`src/rtl/stopwatch_display_driver_if.sv`:
```
// Display-side signal bundle for stopwatch_display_driver: the scan/blink strobes,
// the adjust controls, the counts in, and the segment/anode drive out.
interface stopwatch_display_driver_if;
    logic       scan_tick;
    logic       blink_tick;
    logic       adj;
    logic       sel;
    logic [6:0] minutes_input;
    logic [5:0] seconds_input;
    logic [6:0] seg;
    logic [3:0] an;
    logic       conv_busy;

    modport master (
        output scan_tick, blink_tick, adj, sel, minutes_input, seconds_input,
        input  seg, an, conv_busy
    );

    modport slave (
        input  scan_tick, blink_tick, adj, sel, minutes_input, seconds_input,
        output seg, an, conv_busy
    );
endinterface

```
`src/rtl/stopwatch_display_driver.sv`:
```
// MM:SS multiplexed 7-segment driver with a per-frame snapshot and sequential shift-add-3 BCD conversion.
// Define STOPWATCH_LEADING_ZERO_BLANK_EN to blank the minutes tens digit whenever it is zero.
module stopwatch_display_driver #(
    parameter bit SEG_ACTIVE_LOW = 1'b1,
    parameter bit AN_ACTIVE_LOW  = 1'b1
) (
    input logic                        magic_clk,
    input logic                        reset,
    stopwatch_display_driver_if.slave  bus
);

    typedef enum logic [1:0] {IDLE, LOAD, SHIFT, DONE} state_t;

    localparam logic [6:0] SEG_OFF = SEG_ACTIVE_LOW ? 7'h7F : 7'h00;
    localparam logic [3:0] AN_OFF  = AN_ACTIVE_LOW  ? 4'hF  : 4'h0;

    state_t      state_q;
    logic [1:0]  digit_idx_q;
    logic        blink_phase_q;
    logic        conv_busy_q;
    logic [3:0]  an_q;
    logic [6:0]  seg_q;
    logic [2:0]  shift_cnt_q;
    logic [6:0]  snap_q [2];      // 0 = seconds, 1 = minutes
    logic [14:0] sh_q [2];        // {tens, ones, binary}
    logic [3:0]  disp_q [4];      // indexed like digit_idx: 3 = minutes tens

    logic        blink_phase_d;
    logic [6:0]  clamp_min_d;
    logic [6:0]  clamp_sec_d;
    logic [3:0]  cur_digit_d;
    logic        blank_d;
    logic [6:0]  seg_d;
    logic [3:0]  an_d;
    logic [14:0] dab_d [2];

    function automatic logic [6:0] decode(input logic [3:0] bcd);
        logic [6:0] pat;
        case (bcd)
            4'd0:    pat = 7'b0111111;
            4'd1:    pat = 7'b0000110;
            4'd2:    pat = 7'b1011011;
            4'd3:    pat = 7'b1001111;
            4'd4:    pat = 7'b1100110;
            4'd5:    pat = 7'b1101101;
            4'd6:    pat = 7'b1111101;
            4'd7:    pat = 7'b0000111;
            4'd8:    pat = 7'b1111111;
            4'd9:    pat = 7'b1101111;
            default: pat = 7'b0000000;
        endcase
        return pat;
    endfunction

    assign clamp_min_d   = (bus.minutes_input > 7'd99) ? 7'd99 : bus.minutes_input;
    assign clamp_sec_d   = (bus.seconds_input > 6'd59) ? 7'd59 : {1'b0, bus.seconds_input};
    assign blink_phase_d = blink_phase_q ^ bus.blink_tick;

    // One shift-add-3 step per channel: correct both BCD nibbles, then shift the whole word left.
    genvar gi;
    generate
        for (gi = 0; gi < 2; gi++) begin : g_dab
            logic [3:0] ones_adj;
            logic [3:0] tens_adj;
            assign ones_adj  = (sh_q[gi][10:7]  >= 4'd5) ? sh_q[gi][10:7]  + 4'd3 : sh_q[gi][10:7];
            assign tens_adj  = (sh_q[gi][14:11] >= 4'd5) ? sh_q[gi][14:11] + 4'd3 : sh_q[gi][14:11];
            assign dab_d[gi] = {tens_adj[2:0], ones_adj, sh_q[gi][6:0], 1'b0};
        end
    endgenerate

    // The blank decision looks at the post-toggle blink phase so a coincident blink_tick takes effect now.
    always_comb begin
        cur_digit_d = disp_q[digit_idx_q];
        blank_d     = bus.adj && blink_phase_d &&
                      (bus.sel ? !digit_idx_q[1] : digit_idx_q[1]);
`ifdef STOPWATCH_LEADING_ZERO_BLANK_EN
        if (digit_idx_q == 2'd3 && cur_digit_d == 4'd0) begin
            blank_d = 1'b1;
        end
`endif
        seg_d = blank_d ? 7'b0000000 : decode(cur_digit_d);
        if (SEG_ACTIVE_LOW) begin
            seg_d = ~seg_d;
        end
        an_d = 4'b0001 << digit_idx_q;
        if (AN_ACTIVE_LOW) begin
            an_d = ~an_d;
        end
    end

    always_ff @(posedge magic_clk) begin
        if (reset) begin
            state_q       <= IDLE;
            digit_idx_q   <= 2'd3;
            blink_phase_q <= 1'b0;
            conv_busy_q   <= 1'b0;
            an_q          <= AN_OFF;
            seg_q         <= SEG_OFF;
            shift_cnt_q   <= 3'd0;
            for (int i = 0; i < 2; i++) begin
                snap_q[i] <= 7'd0;
                sh_q[i]   <= 15'd0;
            end
            for (int i = 0; i < 4; i++) begin
                disp_q[i] <= 4'd0;
            end
        end else begin
            blink_phase_q <= blink_phase_d;
            if (bus.scan_tick) begin
                digit_idx_q <= digit_idx_q - 2'd1;
                an_q        <= an_d;
                seg_q       <= seg_d;
            end
            case (state_q)
                IDLE: begin
                    // Frame wrap while idle takes the snapshot; a wrap during conversion is dropped.
                    if (bus.scan_tick && digit_idx_q == 2'd0) begin
                        snap_q[0]   <= clamp_sec_d;
                        snap_q[1]   <= clamp_min_d;
                        conv_busy_q <= 1'b1;
                        state_q     <= LOAD;
                    end
                end
                LOAD: begin
                    sh_q[0]     <= {8'd0, snap_q[0]};
                    sh_q[1]     <= {8'd0, snap_q[1]};
                    shift_cnt_q <= 3'd0;
                    state_q     <= SHIFT;
                end
                SHIFT: begin
                    sh_q[0]     <= dab_d[0];
                    sh_q[1]     <= dab_d[1];
                    shift_cnt_q <= shift_cnt_q + 3'd1;
                    if (shift_cnt_q == 3'd6) begin
                        state_q <= DONE;
                    end
                end
                DONE: begin
                    disp_q[3]   <= sh_q[1][14:11];
                    disp_q[2]   <= sh_q[1][10:7];
                    disp_q[1]   <= sh_q[0][14:11];
                    disp_q[0]   <= sh_q[0][10:7];
                    conv_busy_q <= 1'b0;
                    state_q     <= IDLE;
                end
                default: state_q <= IDLE;
            endcase
        end
    end

    assign bus.seg       = seg_q;
    assign bus.an        = an_q;
    assign bus.conv_busy = conv_busy_q;

endmodule
```
`src/flat_wrapper.sv`:
```
// flat-port wrapper written by rule: the top's interface ports become plain ports
module stopwatch_display_driver_flat 
#(
    parameter bit SEG_ACTIVE_LOW = 1'b1,
    parameter bit AN_ACTIVE_LOW  = 1'b1
)
  (magic_clk, reset, bus_scan_tick, bus_blink_tick, bus_adj, bus_sel, bus_minutes_input, bus_seconds_input, bus_seg, bus_an, bus_conv_busy);
  stopwatch_display_driver_if bus_i ();
  input logic magic_clk;
  input logic reset;
  input wire logic [$bits(bus_i.scan_tick)-1:0] bus_scan_tick;
  input wire logic [$bits(bus_i.blink_tick)-1:0] bus_blink_tick;
  input wire logic [$bits(bus_i.adj)-1:0] bus_adj;
  input wire logic [$bits(bus_i.sel)-1:0] bus_sel;
  input wire logic [$bits(bus_i.minutes_input)-1:0] bus_minutes_input;
  input wire logic [$bits(bus_i.seconds_input)-1:0] bus_seconds_input;
  output wire logic [$bits(bus_i.seg)-1:0] bus_seg;
  output wire logic [$bits(bus_i.an)-1:0] bus_an;
  output wire logic [$bits(bus_i.conv_busy)-1:0] bus_conv_busy;
  assign bus_i.scan_tick = bus_scan_tick;
  assign bus_i.blink_tick = bus_blink_tick;
  assign bus_i.adj = bus_adj;
  assign bus_i.sel = bus_sel;
  assign bus_i.minutes_input = bus_minutes_input;
  assign bus_i.seconds_input = bus_seconds_input;
  assign bus_seg = bus_i.seg;
  assign bus_an = bus_i.an;
  assign bus_conv_busy = bus_i.conv_busy;
  stopwatch_display_driver #(.SEG_ACTIVE_LOW(SEG_ACTIVE_LOW), .AN_ACTIVE_LOW(AN_ACTIVE_LOW)) u_core (.magic_clk(magic_clk), .reset(reset), .bus(bus_i));
endmodule
```
`config.mk`:
```
export PLATFORM = sky130hd
export DESIGN_NAME = stopwatch_display_driver_flat
export DESIGN_NICKNAME = d
export VERILOG_FILES = /design/src/rtl/stopwatch_display_driver_if.sv /design/src/rtl/stopwatch_display_driver.sv /design/src/flat_wrapper.sv
export SDC_FILE = /design/constraint.sdc
export NUM_CORES = 1
export LEC_CHECK = 0
export ABC_AREA = 1
export BUFFER_PORTS_ARGS = -buffer_cell sky130_fd_sc_hd__buf_2
export CELL_PAD_IN_SITES_DETAIL_PLACEMENT = 0
export CELL_PAD_IN_SITES_GLOBAL_PLACEMENT = 1
export CORE_MARGIN = 2
export CORE_UTILIZATION = 31
export DETAILED_ROUTE_END_ITERATION = 8
export PLACE_DENSITY_LB_ADDON = 0.3
export RECOVER_POWER = 25
export SYNTH_ARGS = -nofsm -noshare
export SYNTH_HDL_FRONTEND = slang
export SYNTH_SLANG_ARGS = --single-unit
```
`constraint.sdc`:
```
create_clock -name magic_clk -period 2.6 [get_ports magic_clk]
set_input_delay 0 -clock magic_clk [delete_from_list [all_inputs] [get_ports magic_clk]]
set_output_delay 0 -clock magic_clk [all_outputs]
set_load 0.02 [all_outputs]
```
* Word level (Yosys, flattened, before mapping) *
Memories as Yosys holds them, arrays and structs flattened. A register that Yosys moved wholly into a read port is not among the register bits.
Index checks and enable logic that the tools add are counted.

word-level totals
  bits in registers = 20
  bits in read-only memories = 112
  memories kept = 4
  bits in writable memories = 60
  output and inout port bits = 12
  latch bits = 0

memories
  name              words  bits a word  rd ports  clocked after Yosys merged registers in  wr ports  line                            source
  (name not given)  16     7            1         0                                        0         stopwatch_display_driver.sv:39  case (bcd)
  u_core.sh_q       2      15           2         0                                        2         stopwatch_display_driver.sv:25  logic [14:0] sh_q [2];
  u_core.disp_q     4      4            1         1                                        4         stopwatch_display_driver.sv:26  logic [3:0] disp_q [4];
  u_core.snap_q     2      7            2         0                                        2         stopwatch_display_driver.sv:24  logic [6:0] snap_q [2];

cells by class
  $lt $le $gt $ge = 6
  reduce and logical (&&, ||, !) cells = 10
  shifts and indexed selects = 1
  bitwise gates (word level) = 13
  multipliers = 0
  equality and inequality tests = 6
  add/sub/neg operators = 6
  divide/modulo/power cells = 0
  muxes and demuxes = 41

operators by type and width
  cell                                                 number
  2-to-1 mux 15 bit                                    4
  2-to-1 mux 7 bit                                     4
  2-to-1 mux 4 bit                                     6
  2-to-1 mux 1 bit                                     17
  >= comparator 4 x 3 -> 1 bit, second input constant  4
  bitwise OR 1 bit                                     10
  adder 4 x 2 -> 4 bit, second input constant          2
  2-to-1 mux 2 bit                                     4
  case mux 2 bit (4 select lines)                      1
  > comparator 7 bit, second input constant            1
  inverter 7 bit                                       1
  adder 3 x 2 -> 3 bit, second input constant          2
  > comparator 6 bit, second input constant            1
  2-to-1 mux 3 bit                                     2
  2-to-1 mux 6 bit                                     1
  case mux 3 bit (2 select lines)                      1
  equality test 2 bit, second input constant           2
  logical NOT 2 bit                                    2
  != test 2 x 1 -> 1 bit, second input constant        2
  inverter 4 bit                                       1
  AND reduction 2 bit                                  2
  nonzero test 2 bit                                   2
  left shift 1 x 2 -> 4 bit, first input constant      1
  adder 3 x 1 -> 3 bit, second input constant          1
  other kinds (7)                                      9

* Longest topological paths before layout *
Gate-level depths: netlist of run 1.

  word-level depth = 7
  mapped depth = 13
  mapped depth without buffers = 12

* Worst setup path before layout of run 1 *
Ideal clock, no wire load.

  path type = reg-to-reg
  start point = register u_core.state_q[0]
  end point = memory u_core.sh_q[0][0], enable pin
  clock period less this slack = 2,056 ps
  data arrival time = 1,592 ps
  path buffers = 1
  setup slack = 544 ps
  stages on the path, launching flop included = 6
  library setup time = 465 ps
  data required time = 2,135 ps
  path through = dfxtp_1 -> inv_1 -> ha_1 -> nor2_1 -> buf_2 -> nand2_1

RTL lines
  item                    line                             source
  from (decl)             stopwatch_display_driver.sv:17   state_t state_q;
  from (signal assigned)  stopwatch_display_driver.sv:93   state_q <= IDLE;
  from (signal assigned)  stopwatch_display_driver.sv:121  state_q <= LOAD;
  from (signal assigned)  stopwatch_display_driver.sv:128  state_q <= SHIFT;
  to (decl)               stopwatch_display_driver.sv:25

==> results of run 1 <==
## power by group through the flow
stage	Combinational [mW]	Sequential, mW	Clock [mW]
6_report	1.01	1.83	1.27
5_1_grt	1.15	1.87	1.37
4_1_cts	1.03	1.83	1.31
3_5_place_dp	1.01	1.86	0
3_3_place_gp	0.997	1.86	0
2_1_floorplan	0.740	1.85	0
## worst max-delay path, delay by kind of cell, from the launching register on
| family | cells | cell delay, ns |
|---|---|---|
| adders and majority gates | 1 | 0.27 |
| buffers and inverters | 3 | 0.57 |
| DFF | 1 | 0.38 |
| and+or+nand+nor | 2 | 0.40 |
## path summary, 6_finish.rpt
| path | startpoint | end | slack [ns] | depth (start not counted) |
|---|---|---|---|---|
| max | u_core.state_q[0] | u_core.sh_q[0][22] | 0.72 | 6 |
| max reg2reg | u_core.state_q[0] | u_core.sh_q[0][22] | 0.72 | 6 |
| min | bus_seconds_input[1] | u_core.snap_q[0][1] | 0.02 | 3 |
| min reg2reg | u_core.bus.seg[1] | u_core.bus.seg[1] | 0.46 | 2 |
## cells in the final DEF (no fill, tap or decap), drive strengths merged
cell,instances
bufinv,1
clkbuf,23
nand4,1
xnor2,1
o21ai,23
dlygate4sd3,14
nand3b,2
xor2,2
o211ai,1
edfxtp,59
or2,4
dfxtp,22
buf,20
nor3,2
clkinv,2
a21oi,30
a32o,11
clkinvlp,1
a211oi,5
nand3,14
inv,61
nor2,50
ha,24
nand2,78
## metal layers
metal | wire [µm] | GRT usage
met1 | 3170 | 0.125
met2 | 3390 | 0.195
met3 | 224 | 0.0389
met4 | 51 | 0.0310
met5 | 0 | 0
## registers in the layout, indices dropped and copies added (netlist names), named ones only
name / cells
u_core.sh_q: 30
u_core.disp_q: 16
u_core.bus.an: 4
u_core.bus.seg: 7
u_core.shift_cnt_q: 3
u_core.digit_idx_q: 2
u_core.bus.conv_busy: 1
u_core.state_q: 2
u_core.snap_q: 13
u_core.blink_phase_q: 1
## kinds of logic after synthesis
group	after synthesis
and+or+nand+nor	151
adders and majority gates	24
AOI/OAI and AO/OA	70
xor gates and xnor gates	3
DFF	81
buffers and inverters	68
## final cells by class
| class | count | area (µm²) |
|---|---|---|
| Tap cell | 172 | 215 |
| Fill cell | 1223 | 7770 |
| Clock inverter | 7 | 76.3 |
| Multi-Input combinational cell | 248 | 1430 |
| Clock buffer | 9 | 225 |
| Timing Repair Buffer | 48 | 317 |
| Inverter | 58 | 223 |
| Sequential cell | 81 | 2210 |
==> impl_metrics.yaml, run 1 <==
status:
  status: "finished, final reports clean"
sta:
  tightest_slew_ns: 1.01
  finalSetupViolCount: 0
  hold_violations: 0
  hold-worst-slack_ns: 0.0227
  final.min_clock_period_ns: 1.88
  fin_worst_skew_ns: 0.0111
  tns_ns: 0
  fin_crit_sh: 0.723
  rsz0062_at_grt: "no"
  max_freq_mhz: 532
  slew_viol_final: 0
  slew_headroom: 0.326
  worst_slack_ns: 0.720
grt:
  grt_pass1_wl_um: 11500
  grt_max_degree: 23
  grt.total_usage: 0.110
  gr-total-overflow: 0
  grt_antenna_before_repair: 0
  grt_pass1_vias: 2570
die:
  initial_utilization: 0.314
  coreArea_mm2: 0.0125
  die_x_um: 116
  io_pins: 31
  die_area_mm2: 0.0136
  rows: 41
  die_h_um: 116
detailed_routing:
  dr_total_vias: 2679
  viasPerCell: 4.30
  drc: 0
  ant_nets: 0
  routed_wl_um: 6840
  dr.pass1.iters: 4
  wl_per_cell_um: 11.0
  drt-initial-drc-count: 158
synth:
  syn_area_per_cell_um2: 9.87
  async_reset_ff_frac: 0
  ys_seq_area_frac: 0.565
  synth_fp_nets: 440
  synth_common_cells: "72 x nand2_1, 59 x edfxtp_1, 50 x inv_1"
  synth_most_common_cell: "nand2_1"
  yosys_warnings: 0
  synth-edff-count: 59
  synth_area_leaders: "edfxtp_1 45%, dfxtp_1 11%, ha_1 7.7%"
  yosys.area_share.simple: 0.171
  synth_compound_area_frac: 0.110
  ys_ff_latch: 81
  synth_top_family_by_area: "simple AND/OR/NAND/NOR gates"
  synth-xor-area-share: 0.00671
  syn_area_mm2: 0.00392
  synthesis.instances: 397
  yosysUniqueCellTypes: 33
  synth_mux_area_frac: 0
  yosys.area_share.adder: 0.0767
  synth_area_leader_cell: "edfxtp_1"
  synth_ff_type: "edfxtp_1"
  synth_top_area_share: 0.452
placement:
  place_inst: 593
  pre_cts_ws_ns: 0.750
  hpwl_um: 4840
  gp_congestion: 0.772
  port_buffers: 30
  dpl_cell_area_mm2: 0.00427
cts:
  cts_tree: "built"
  cts.path.max_buffers: 2
  cts.clk_slew.worst_paths_ns: 0.07
  clock-sinks: 81
  cts_buffers: 9
  htreeDepth: 3
  post_cts_buffers: 0
  cts_resized: 0
  clkLatencyLatePin_ns: 0.34
  cts_hold_buffers: 14
  cts-root-buf: "clkbuf_16"
pwr:
  powerDensity_mw_per_mm2: 877
  intPower_mw: 2.81
  p_comb_frac: 0.246
  p_clk_frac: 0.309
  leakage_nw: 2.00
  ir_drop_mv: 0.343
  finalPower_mw: 4.12
  power.share.switching: 0.319
  seqPwrFrac: 0.445
  switchingPower_mw: 1.31
critical_path:
  worst-path-max-fanout: 22
  cp_slowest_cell: "dfxtp_1"
  critPathMaxStageDelay_ns: 0.38
  cp-end-kind: "flop"
  cp_cell_sequence: "inv_1, ha_1, nor2_1, buf_4, nand2_1, buf_12"
  cp.required_ns: 2.69
  startpoint_type: "flop"
  critPathKind: "reg2reg"
  critical_path_arrival_ns: 1.97
final_layout:
  drive_gt1_frac: 0.122
  area_delta_synth_final_pct: 19.9
  final_util: 0.377
  num-nets-final: 489
  final_cells: 623
  final_area_mm2: 0.00470
  antennaDiodeCount: 0
min_path:
  min_path_type: "in2reg"
job:
  max_cap_viol_count: 0
Note: power is estimated with default switching activity, not from simulation.
==> inputs of run 2 (changes only) <==
==> constraint.sdc (replaced) <==
create_clock -name magic_clk -period 1.91 [get_ports magic_clk]
set_input_delay 0 -clock magic_clk [delete_from_list [all_inputs] [get_ports magic_clk]]
set_output_delay 0 -clock magic_clk [all_outputs]
set_load 0.02 [all_outputs]
==> run 2 against run 1 <==
Sequential share of layout area is 0.14 points lower. Global-route usage is 0.32 points higher. Register-to-register slack worse by 0.55 ns. Maximum frequency rose by 8.1%. Sequential power is 37% higher. Combinational power is 39% higher. Sequential cell count unchanged. Critical path depth rose by 5. Critical endpoint is now u_core.bus.seg[6]. Largest cell class unchanged. Largest power group unchanged.
==> impl_metrics.yaml, run 2 (synthesis results as in run 1) <==
die:
  die_area_mm2: 0.0136
  io_pins: 31
  die_h_um: 116
  die_x_um: 116
  rows: 41
  initial_utilization: 0.314
  coreArea_mm2: 0.0125
placement:
  gp_congestion: 0.763
  port_buffers: 30
  dpl_cell_area_mm2: 0.00430
  place_inst: 596
  hpwl_um: 4970
status:
  status: "finished, final reports clean"
detailed_routing:
  wl_per_cell_um: 11.1
  dr.pass1.iters: 4
  dr_total_vias: 2687
  drt-initial-drc-count: 60
  viasPerCell: 4.30
  ant_nets: 0
  drc: 0
  routed_wl_um: 6910
pwr:
  leakage_nw: 2.01
  ir_drop_mv: 0.437
  finalPower_mw: 5.61
  powerDensity_mw_per_mm2: 1190
final_layout:
  final_area_mm2: 0.00471
  top_regs: "u_core.sh_q x30, u_core.disp_q x16, u_core.snap_q x13"
  drive_gt1_frac: 0.132
  mostFrequentLayoutCell: "nand2_1"
  area_delta_synth_final_pct: 20.2
  final_cells: 625
  antennaDiodeCount: 0
  largest_reg_flops: 30
  fillers: 1270
  num-nets-final: 491
  regMostFlops: "u_core.sh_q"
  multiInputGateArea_mm2: 0.00143
  seqCellArea_mm2: 0.00221
  layout_common_cells: "71 x nand2_1, 59 x edfxtp_1, 50 x inv_1, 49 x nor2_1, 29 x a21oi_1"
sta:
  finalSetupViolCount: 0
  fin_crit_sh: 0.911
  tns_ns: 0
  final.min_clock_period_ns: 1.74
  rsz0062_at_grt: "no"
  slew_viol_final: 0
  max_freq_mhz: 575
  fin_worst_skew_ns: 0.00773
  tightest_slew_ns: 0.664
  hold_violations: 0
  slew_headroom: 0.557
  hold-worst-slack_ns: 0.00854
cts:
  cts.path.max_buffers: 2
  cts.clk_slew.worst_paths_ns: 0.06
  cts-root-buf: "clkbuf_16"
  htreeDepth: 3
  clock-sinks: 81
  cts_buffers: 9
  cts_tree: "built"
  clkLatencyLatePin_ns: 0.34
critical_path:
  cp.required_ns: 2.13
  cp-end-kind: "flop"
  reg2reg_depth: 11
  critPathMostFrequentCell: "nand2_1"
  cp_cell_sequence: "inv_6, nand2_1, nand3_1, nand2_1, inv_1, ha_1, nand3b_1, nand3_1, nand2_1, nand2_1, nand2_1"
  startpoint_type: "flop"
  cp_slowest_cell: "dfxtp_1"
  critical_path_arrival_ns: 1.96
  critPathMaxStageDelay_ns: 0.52
  reg2reg_to: "u_core.bus.seg[6]"
  worst-path-max-fanout: 9
  r2r_setup_slack_ns: 0.17
  cp-endpoint: "u_core.bus.seg[6]"
  critPathKind: "reg2reg"
min_path:
  min_path_type: "in2reg"
grt:
  grt_antenna_before_repair: 0
  grt_pass1_wl_um: 11900
  grt.total_usage: 0.113
  grt_pass1_vias: 2644
  grt_max_degree: 31
  gr-total-overflow: 0
job:
  max_cap_viol_count: 0
-- run 2: critical path: cells and delay by family, from the launching register on --
kind	cells	cell delay, ns
fa+ha+maj	1	0.19
buf+inv	2	0.19
flops	1	0.52
simple gates	8	0.73
-- run 2: repair_timing --
action / in CTS / in global routing
setup buffers: 0 / 0
hold buffers: 13 / 0
hold endpoints to repair: 13 / 0
endpoints found under the setup margin: 0 / 0
resized for setup: 0 / 0
-- run 2: layer usage --
| metal | vias up | global-route usage | part of all wire |
|---|---|---|---|
| met5 | - | 0 | 0 |
| met3 | 11 | 0.0353 | 0.029 |
| li1 | 1423 | - | - |
| met4 | 0 | 0.0405 | 0.016 |
| met2 | 29 | 0.202 | 0.51 |
| met1 | 1224 | 0.126 | 0.45 |
-- run 2: cell type report --
class | instances | area share
well taps | 172 | 0.0457
repair buffers | 50 | 0.0701
clock buffers | 11 | 0.0515
flip-flops and latches | 81 | 0.470
multi-input cells | 248 | 0.304
clock inverters | 5 | 0.0120
inverters | 58 | 0.0473
-- run 2: through the flow --
stage          utilization  worst slack [ns]
2_1_floorplan            -             0.157
3_3_place_gp         0.345             0.242
6_report             0.378             0.171
3_5_place_dp         0.345             0.191
4_1_cts              0.379             0.164
5_1_grt              0.378            0.0163
-- run 2: worst min path at each step --
stage	cells past startpoint	to	slack, ns	startpoint
floorplan	2	u_core.blink_phase_q	0.16	bus_blink_tick
global placement	3	u_core.blink_phase_q	0.28	bus_blink_tick
detailed placement	3	u_core.snap_q[0][9]	0.29	bus_minutes_input[2]
CTS	3	u_core.bus.seg[1]	0.001	bus_scan_tick
global route	3	u_core.bus.seg[5]	0.03	bus_scan_tick
finish	3	u_core.bus.seg[0]	0.009	bus_scan_tick
-- run 2: power breakdown --
part           internal, mW  switching [mW]  leakage, nW  total [mW]
Sequential             2.33           0.169        0.804        2.50
Clock                  1.05           0.666        0.145        1.71
Combinational         0.485           0.916         1.06        1.40
Total                  3.86            1.75         2.01        5.61
